<file path="config.mk">
export PLATFORM = sky130hd
export DESIGN_NAME = hazard_ctrl
export DESIGN_NICKNAME = d
export VERILOG_FILES = /design/src/rtl/riscv_pkg.sv /design/src/rtl/riscv_fwd_unit.sv /design/src/rtl/hazard_ctrl.sv
export SDC_FILE = /design/constraint.sdc
export NUM_CORES = 1
export LEC_CHECK = 0
export CORE_UTILIZATION = 54
export DETAILED_ROUTE_END_ITERATION = 6
export PLACE_DENSITY = 0.95
export SYNTH_ARGS = -nofsm -noshare
export SYNTH_HDL_FRONTEND = slang
export SYNTH_SLANG_ARGS = --single-unit
</file>
<file path="constraint.sdc">
create_clock -name clk -period 3.59 [get_ports clk]
set_input_delay 0.359 -clock clk [delete_from_list [all_inputs] [get_ports clk]]
set_output_delay 0.359 -clock clk [all_outputs]
set_load 0.01 [all_outputs]
</file>
<file path="src/rtl/riscv_pkg.sv">
// Shared pipeline types: opcodes, forwarding selects, hazard FSM states and
// the per-stage shadow record, plus opcode decode helpers.
package riscv_pkg;

  typedef enum logic [6:0] {
    LOAD    = 7'b0000011,
    REG_IMM = 7'b0010011,
    STORE   = 7'b0100011,
    REG_REG = 7'b0110011,
    BRANCH  = 7'b1100011
  } opcode_t;

  typedef enum logic [1:0] {
    FWD_RF  = 2'b00,
    FWD_MEM = 2'b01,
    FWD_WB  = 2'b10
  } fwd_sel_t;

  typedef enum logic {
    RUN      = 1'b0,
    MEM_WAIT = 1'b1
  } hazard_state_t;

  typedef struct packed {
    logic       valid;
    logic       wr;
    logic       is_load;
    logic [4:0] rd;
    logic [4:0] rs1;
    logic [4:0] rs2;
  } shadow_t;

  function automatic logic writes_rd(input opcode_t op);
    return (op == REG_IMM) || (op == REG_REG) || (op == LOAD);
  endfunction

  function automatic logic reads_rs1(input opcode_t op);
    return (op == REG_IMM) || (op == REG_REG) || (op == LOAD) ||
           (op == STORE) || (op == BRANCH);
  endfunction

  function automatic logic reads_rs2(input opcode_t op);
    return (op == REG_REG) || (op == STORE) || (op == BRANCH);
  endfunction

endpackage

</file>
<file path="src/rtl/riscv_fwd_unit.sv">
// Operand source select for one EX source register; MEM/WB results are
// matched by rd, the nearer (MEM) stage wins and x0 is never forwarded.
module riscv_fwd_unit
  import riscv_pkg::*;
(
  input  logic [4:0] src,
  input  logic       mem_wr,
  input  logic [4:0] mem_rd,
  input  logic       wb_wr,
  input  logic [4:0] wb_rd,
  output fwd_sel_t   sel
);

  always_comb begin
    sel = FWD_RF;
    if (src != 5'd0) begin
      if (mem_wr && (mem_rd == src))     sel = FWD_MEM;
      else if (wb_wr && (wb_rd == src))  sel = FWD_WB;
    end
  end

endmodule

</file>
<file path="src/rtl/hazard_ctrl.sv">
// Pipeline hazard controller: tracks EX/MEM/WB shadow records, drives
// forwarding, load-use stall, branch flush and memory-wait freeze.
module hazard_ctrl
  import riscv_pkg::*;
#(
  parameter int CNT_W = 16
) (
  input  logic             clk,
  input  logic             rst_n,
  input  logic             id_valid,
  input  opcode_t          id_opcode,
  input  logic [4:0]       id_rd,
  input  logic [4:0]       id_rs1,
  input  logic [4:0]       id_rs2,
  input  logic             ex_branch_taken,
  input  logic             mem_req,
  input  logic             mem_ready,
  output logic             stall_if,
  output logic             stall_id,
  output logic             bubble_ex,
  output logic             flush_id,
  output logic             flush_ex,
  output logic             freeze_ex_mem,
  output fwd_sel_t         fwd_a,
  output fwd_sel_t         fwd_b,
  output logic [CNT_W-1:0] stall_cnt,
  output logic [CNT_W-1:0] flush_cnt
);

  hazard_state_t state;
  shadow_t       ex_q, mem_q, wb_q, id_rec;
  logic          id_rd1, id_rd2, load_use, freeze, flush, lu_stall;

  always_comb begin
    id_rd1         = id_valid && reads_rs1(id_opcode);
    id_rd2         = id_valid && reads_rs2(id_opcode);
    id_rec         = '0;
    id_rec.valid   = id_valid;
    id_rec.wr      = id_valid && writes_rd(id_opcode);
    id_rec.is_load = id_valid && (id_opcode == LOAD);
    id_rec.rd      = id_rd;
    id_rec.rs1     = id_rd1 ? id_rs1 : 5'd0;
    id_rec.rs2     = id_rd2 ? id_rs2 : 5'd0;
  end

  assign load_use = ex_q.is_load && (ex_q.rd != 5'd0) &&
                    ((id_rd1 && (id_rs1 == ex_q.rd)) ||
                     (id_rd2 && (id_rs2 == ex_q.rd)));

  // The miss cycle itself freezes; the ready cycle releases so the transfer completes.
  assign freeze   = rst_n && !mem_ready && ((state == MEM_WAIT) || mem_req);
  assign flush    = rst_n && !freeze && ex_branch_taken;
  assign lu_stall = rst_n && !freeze && !flush && load_use;

  assign freeze_ex_mem = freeze;
  assign stall_if      = freeze || lu_stall;
  assign stall_id      = freeze || lu_stall;
  assign bubble_ex     = lu_stall;
  assign flush_id      = flush;
  assign flush_ex      = flush;

  riscv_fwd_unit u_fwd_a (
    .src(ex_q.rs1), .mem_wr(mem_q.wr), .mem_rd(mem_q.rd),
    .wb_wr(wb_q.wr), .wb_rd(wb_q.rd), .sel(fwd_a)
  );

  riscv_fwd_unit u_fwd_b (
    .src(ex_q.rs2), .mem_wr(mem_q.wr), .mem_rd(mem_q.rd),
    .wb_wr(wb_q.wr), .wb_rd(wb_q.rd), .sel(fwd_b)
  );

  always_ff @(posedge clk or negedge rst_n) begin
    if (!rst_n) begin
      state <= RUN;
    end else begin
      case (state)
        RUN:      if (mem_req && !mem_ready) state <= MEM_WAIT;
        MEM_WAIT: if (mem_ready)             state <= RUN;
        default:                             state <= RUN;
      endcase
    end
  end

  always_ff @(posedge clk or negedge rst_n) begin
    if (!rst_n) begin
      ex_q  <= '0;
      mem_q <= '0;
      wb_q  <= '0;
    end else if (!freeze) begin
      ex_q  <= (lu_stall || flush) ? '0 : id_rec;
      mem_q <= ex_q;
      wb_q  <= mem_q;
    end
  end

  always_ff @(posedge clk or negedge rst_n) begin
    if (!rst_n) begin
      stall_cnt <= '0;
      flush_cnt <= '0;
    end else begin
      if (stall_id && (stall_cnt != '1)) stall_cnt <= stall_cnt + CNT_W'(1);
      if (flush && (flush_cnt != '1))    flush_cnt <= flush_cnt + CNT_W'(1);
    end
  end

  // Record fields kept for completeness but not consumed by any hazard check.
  logic unused_fields;
  assign unused_fields = ^{ex_q.valid, ex_q.wr, mem_q.valid, mem_q.is_load,
                           mem_q.rs1, mem_q.rs2, wb_q.valid, wb_q.is_load,
                           wb_q.rs1, wb_q.rs2};

endmodule

</file>
* Word level (Yosys, flattened, before mapping)
Cells that the tools add are included.
** Storage, ports and cells
- Bits of input ports :: 28
- Output and inout port bits :: 42
- Register bits :: 62
- Word-level logic and storage cells :: 77
** Operators by class
- Bitwise logic cells :: 1
- Reduce and logical (&&, ||, !) cells :: 37
- Multiplexer cells :: 12
- Equality and inequality tests :: 13
- $add $sub $neg :: 2
** Operators by type and width (count)
- $add 16x1->16 const B :: 2
- $ne 16x16->1 const B :: 2
- $eq 5x5->1 :: 6
- $logic_and 1x1->1 :: 21
- $mux 17 :: 1
- $reduce_bool 5->1 :: 3
- $eq 7x6->1 const B :: 2
- $mux 2 :: 6
- $logic_or 1x1->1 :: 10
- $mux 5 :: 2
- $eq 7x2->1 const B :: 1
- $eq 7x5->1 const B :: 1
- $eq 7x7->1 const B :: 1
- $logic_not 1->1 :: 3
- $mux 1 :: 2
- $pmux 1 s2 :: 1
- $not 1->1 :: 1

* Longest topological paths before layout
- Depth in word-level cells :: 12
- Gate-level depth with buffers :: 9
- Gate-level depth less buffers :: 6

* Cells and area by module
A second synthesis with hierarchy kept.
** Unflattened totals
- Cell total of the unflattened synthesis :: 295
- Area total of the unflattened synthesis :: 3086.7 um2
** Modules (own cells, without submodules)
- hazard_ctrl :: instances 1, area an instance 2816.5 um2, sequential area each 1551.5 um2, cells an instance 259
- riscv_fwd_unit :: instances 2, area an instance 135.1 um2, sequential area each 0.0 um2, cells an instance 18

* Worst setup path after synthesis
Ideal clock, no wire load.
- Path type :: input port to output port
- Start :: input port id_opcode[5]
- End :: output port stall_if
- Cell stages on the path :: 8
- Buffers on the path :: 4
- Arrival :: 1591 ps
- Slack :: 1640 ps
- Data required time :: 3231 ps
- Cells stage by stage :: buf_4 and2b_1 o2111ai_2 a211o_1 o21ai_2 buf_6 buf_8 buf_4
** Between the ends
- Word-level cells in the longest chain between the ends :: 11
- Elaborated cells between the ends (all ways) :: 19
- Classes of those cells :: 5 x eq/ne; 14 x reduce/logical
** Ends and longest elaborated chain
- from (decl) :: RTL line hazard_ctrl.sv:11 : input opcode_t id_opcode,
- $eq 7x5->1 / $eq 7x6->1 (equally long branches) :: RTL line riscv_pkg.sv:38, riscv_pkg.sv:43
- $logic_or 1x1->1 (3 in series) :: RTL line riscv_pkg.sv:38 : return (op == REG_IMM) || (op == REG_REG) || (op == LOAD) ||
- $logic_or 1x1->1 :: RTL line riscv_pkg.sv:39 : (op == STORE) || (op == BRANCH);
- $logic_and 1x1->1 :: RTL line hazard_ctrl.sv:35 : id_rd1 = id_valid && reads_rs1(id_opcode);
- $logic_and 1x1->1 :: RTL line hazard_ctrl.sv:47 : ((id_rd1 && (id_rs1 == ex_q.rd)) ||
- $logic_or 1x1->1 * :: RTL line hazard_ctrl.sv:47
- $logic_and 1x1->1 * :: RTL line hazard_ctrl.sv:46 : assign load_use = ex_q.is_load && (ex_q.rd != 5'd0) &&
- $logic_and 1x1->1 * :: RTL line hazard_ctrl.sv:53 : assign lu_stall = rst_n && !freeze && !flush && load_use;
- $logic_or 1x1->1 *
- to (decl) :: RTL line hazard_ctrl.sv:18 : output logic stall_if,
Every way passes the cells marked *; elsewhere a longest branch is shown, timed or not.

* Final worst setup path
- Start :: input port id_opcode[5]
- End :: output port stall_id
** Between the ends
- Word-level cells in the longest chain between the ends :: 11
- Elaborated cells between the ends (all ways) :: 19
- Classes of those cells :: 5 x eq/ne; 14 x reduce/logical
** Ends and longest elaborated chain
- $eq 7x5->1 / $eq 7x6->1 (equally long branches) :: RTL line riscv_pkg.sv:38, riscv_pkg.sv:43
- $logic_or 1x1->1 (3 in series) :: RTL line riscv_pkg.sv:38
- $logic_or 1x1->1 :: RTL line riscv_pkg.sv:39
- $logic_and 1x1->1 :: RTL line hazard_ctrl.sv:35
- $logic_and 1x1->1 :: RTL line hazard_ctrl.sv:47
- $logic_or 1x1->1 * :: RTL line hazard_ctrl.sv:47
- $logic_and 1x1->1 * :: RTL line hazard_ctrl.sv:46
- $logic_and 1x1->1 * :: RTL line hazard_ctrl.sv:53
- $logic_or 1x1->1 * :: RTL line hazard_ctrl.sv:57 : assign stall_id = freeze || lu_stall;
- to (decl) :: RTL line hazard_ctrl.sv:19 : output logic stall_id,
Marked as above.

==> flow_summary.json <==
{
  "hp-class": "in -> async",
  "crit_path_cell_trace": "clkdlybuf4s50_1 -> and2b_1 -> o2111ai_2 -> a211o_1 -> o21ai_2 -> clkdlybuf4s50_1",
  "dp_hpwl_mm": 5.19,
  "end_kind": "output pin",
  "vias": 2542,
  "die_y_um": 77.7,
  "p_switching_mw": 0.552,
  "grt_overflow": 0,
  "crit_type": "in -> out",
  "crit_buf_inv": 2,
  "syn_to_final_growth_pct": 30.6,
  "setup_tns_ns": 0,
  "dr.pass1.iters": 5,
  "status": "completed",
  "cp_top_family": "buffers and inverters",
  "grt_setup_unrepaired": "false",
  "combPwrFrac_pct": 20.6,
  "syn-num-nets": 326,
  "start_kind": "primary input",
  "syn-cell-area_sq_mm": 0.00310,
  "cts.path.max_buffers": 2,
  "utilization_pct": 73.4,
  "seqPwrFrac_pct": 45.1,
  "syn_inst": 296,
  "path_common_cell": "clkdlybuf4s50_1",
  "yosysMostFrequentCell": "dfrtp_1",
  "start_util_pct": 56.2,
  "drv_slew": 0,
  "root_buffer": "clkbuf_8",
  "cpMaxStageDelayCell": "clkdlybuf4s50_1",
  "swShare_pct": 28.2,
  "synth_top_flop_cell": "dfrtp_1",
  "synth_top_area_share_pct": 50.1,
  "yosys.area.top_type": "dfrtp_1",
  "vdd_ir_drop_max_mv": 0.368,
  "cts_tree": "built",
  "synth-seq-cells": 62,
  "antenna_violating_nets_post_route": 0,
  "cp.required_ns": 3.23,
  "drtIter0Drc": 229,
  "synth-seq-area-share_pct": 50.1,
  "cellLeakagePower_nw": 1.84,
  "cpPeakStageDelay_ns": 0.65,
  "routed_wl_mm": 7.59,
  "synth_edf_count": 0,
  "avgSynthCellArea_sq_um": 10.5,
  "viasPerCell": 5.71,
  "grt_max_degree": 62,
  "cts_buffers": 9,
  "wl_per_cell_um": 17.1,
  "power.internal_mw": 1.41,
  "grt_pass1_wl_mm": 12.5,
  "place.gp.congestion": 0.798,
  "crit_arrival_ns": 2.46,
  "cts_max_level": 3,
  "grt_pass1_vias": 2583,
  "yosys_warnings": 0,
  "clock_latency_ns": 0.34,
  "num_antenna_cells": 0,
  "grt_usage_pct": 27.4,
  "post_synth_main_area_contributors": "dfrtp_1 50%, xnor2_1 8.5%, xor2_1 7.4%",
  "die_area_sq_mm": 0.00604,
  "cts.sinks": 62,
  "portBuffers": 69,
  "async_reset_ff_share_pct": 100,
  "die_w_um": 77.7,
  "clk_pin_slew_ns": 0.06,
  "design_area_sq_mm": 0.00404,
  "ioPinCount": 70,
  "nets": 398,
  "fin_crit_sh_pct": 78.6,
  "yosysUniqueCellTypes": 39,
  "rows": 27,
  "fin_total_pwr_mw": 1.96,
  "finalHoldViolCount": 0,
  "place_area_sq_mm": 0.00382,
  "fmax_ghz": 0.354,
  "clock-skew-final_ns": 0.00613,
  "worst-path-max-fanout": 8,
  "slew_headroom_pct": 49.3,
  "timing.hold.ws_ns": 0.380,
  "setup_viol": 0,
  "antenna_found_initial": 0,
  "max-cap-violations": 0,
  "powerDensity_mw_per_mm2": 484,
  "drive_above_1_share_pct": 6.97,
  "fin_crit_ns": 2.82,
  "drc": 0,
  "synth_common_cells": "62 x dfrtp_1, 49 x nand2_1, 30 x xnor2_1",
  "core_area_sq_mm": 0.00551,
  "worst_pin_slew_ns": 0.761,
  "power_frac_clock_pct": 34.3
}
-- through the flow --
| stage | setup slack [ns] | cells |
|---|---|---|
| global placement | 0.821 | 428 |
| global route | 0.713 | 445 |
| CTS | 0.774 | 445 |
| detailed placement | 0.752 | 428 |
| finish | 0.767 | 445 |
| floorplan | 1.64 | 296 |
-- worst paths after layout --
kind | startpoint | to | slack (ns) | depth (start not counted)
max in group asynchronous | rst_n | state$_DFF_PN0_ | 2.25 | 3
min in group clk | ex_q[16]$_DFFE_PN0N_ | mem_q[16]$_DFFE_PN0N_ | 0.49 | 2
worst min-delay path | rst_n | ex_q[15]$_DFFE_PN0N_ | 0.38 | 2
worst max-delay path | id_opcode[5] | stall_id | 0.77 | 6
worst min register to register | ex_q[16]$_DFFE_PN0N_ | mem_q[16]$_DFFE_PN0N_ | 0.49 | 2
worst max register to register | ex_q[14]$_DFFE_PN0N_ | stall_cnt[1]$_DFFE_PN0P_ | 1.26 | 7
-- per-layer routing --
metal,track usage (%),up-vias,wire (um)
met5,0,-,0
li1,-,1179,-
met4,11.3,0,123
met3,7.41,13,483
met1,33.9,1252,3210
met2,45.2,98,3780
-- timing repair --
action,4_1_cts,5_1_grt
resized for setup,0,0
buffers inserted,0,0
hold buffers,1,0
hold endpoints to repair,1,0
-- worst register-to-register path, stage by stage, from the launching register on --
cell      delay (ns)
dfrtp_1         0.46
xor2_1          0.19
nor4_1          0.30
a32oi_1         0.19
o21ai_2         0.22
buf_4           0.27
a21boi_2        0.24
mux2_2          0.35
-- power groups by stage --
stage	registers, mW	clock network [mW]	logic (mW)
floorplan	0.897	0	0.174
global placement	0.887	0	0.378
detailed placement	0.892	0	0.398
CTS	0.882	0.680	0.405
global route	0.895	0.709	0.438
finish	0.883	0.671	0.403
-- kinds of logic (layout without fill, tap and decap cells) --
logic type	after synthesis	in the layout	synth area share, %
AND/OR/NAND/NOR	124	124	20.3
multiplexers	3	3	1.05
XOR/XNOR	56	56	15.8
buffers and inverters	17	94	3.15
AO/OA/AOI/OAI	32	32	8.69
adder cells (fa/ha/maj)	2	2	0.808
flip-flops	62	62	50.1
-- layout make-up --
type | instances | area [sq um]
fill | 370 | 1460
sequential | 62 | 1550
multi-input combinational | 217 | 1450
timing repair buffer | 74 | 726
tap | 72 | 90.1
clock inverter | 4 | 70.1
inverter | 4 | 15.0
clock buffer | 12 | 145
-- layout by cell type (no fill, tap or decap), drive strengths merged, types with 13 or more instances in the layout --
master,instances
dfrtp,62
nand2,49
xnor2,30
xor2,26
and3,15
nor2,13
clkdlybuf4s50,68
-- registers in the layout, indices dropped and copies added (netlist names) --
| signal | cells |
|---|---|
| ex_q | 17 |
| flush_cnt | 16 |
| stall_cnt | 16 |
| mem_q | 6 |
| wb_q | 6 |
| state | 1 |
(Power assumes the default switching activity.)
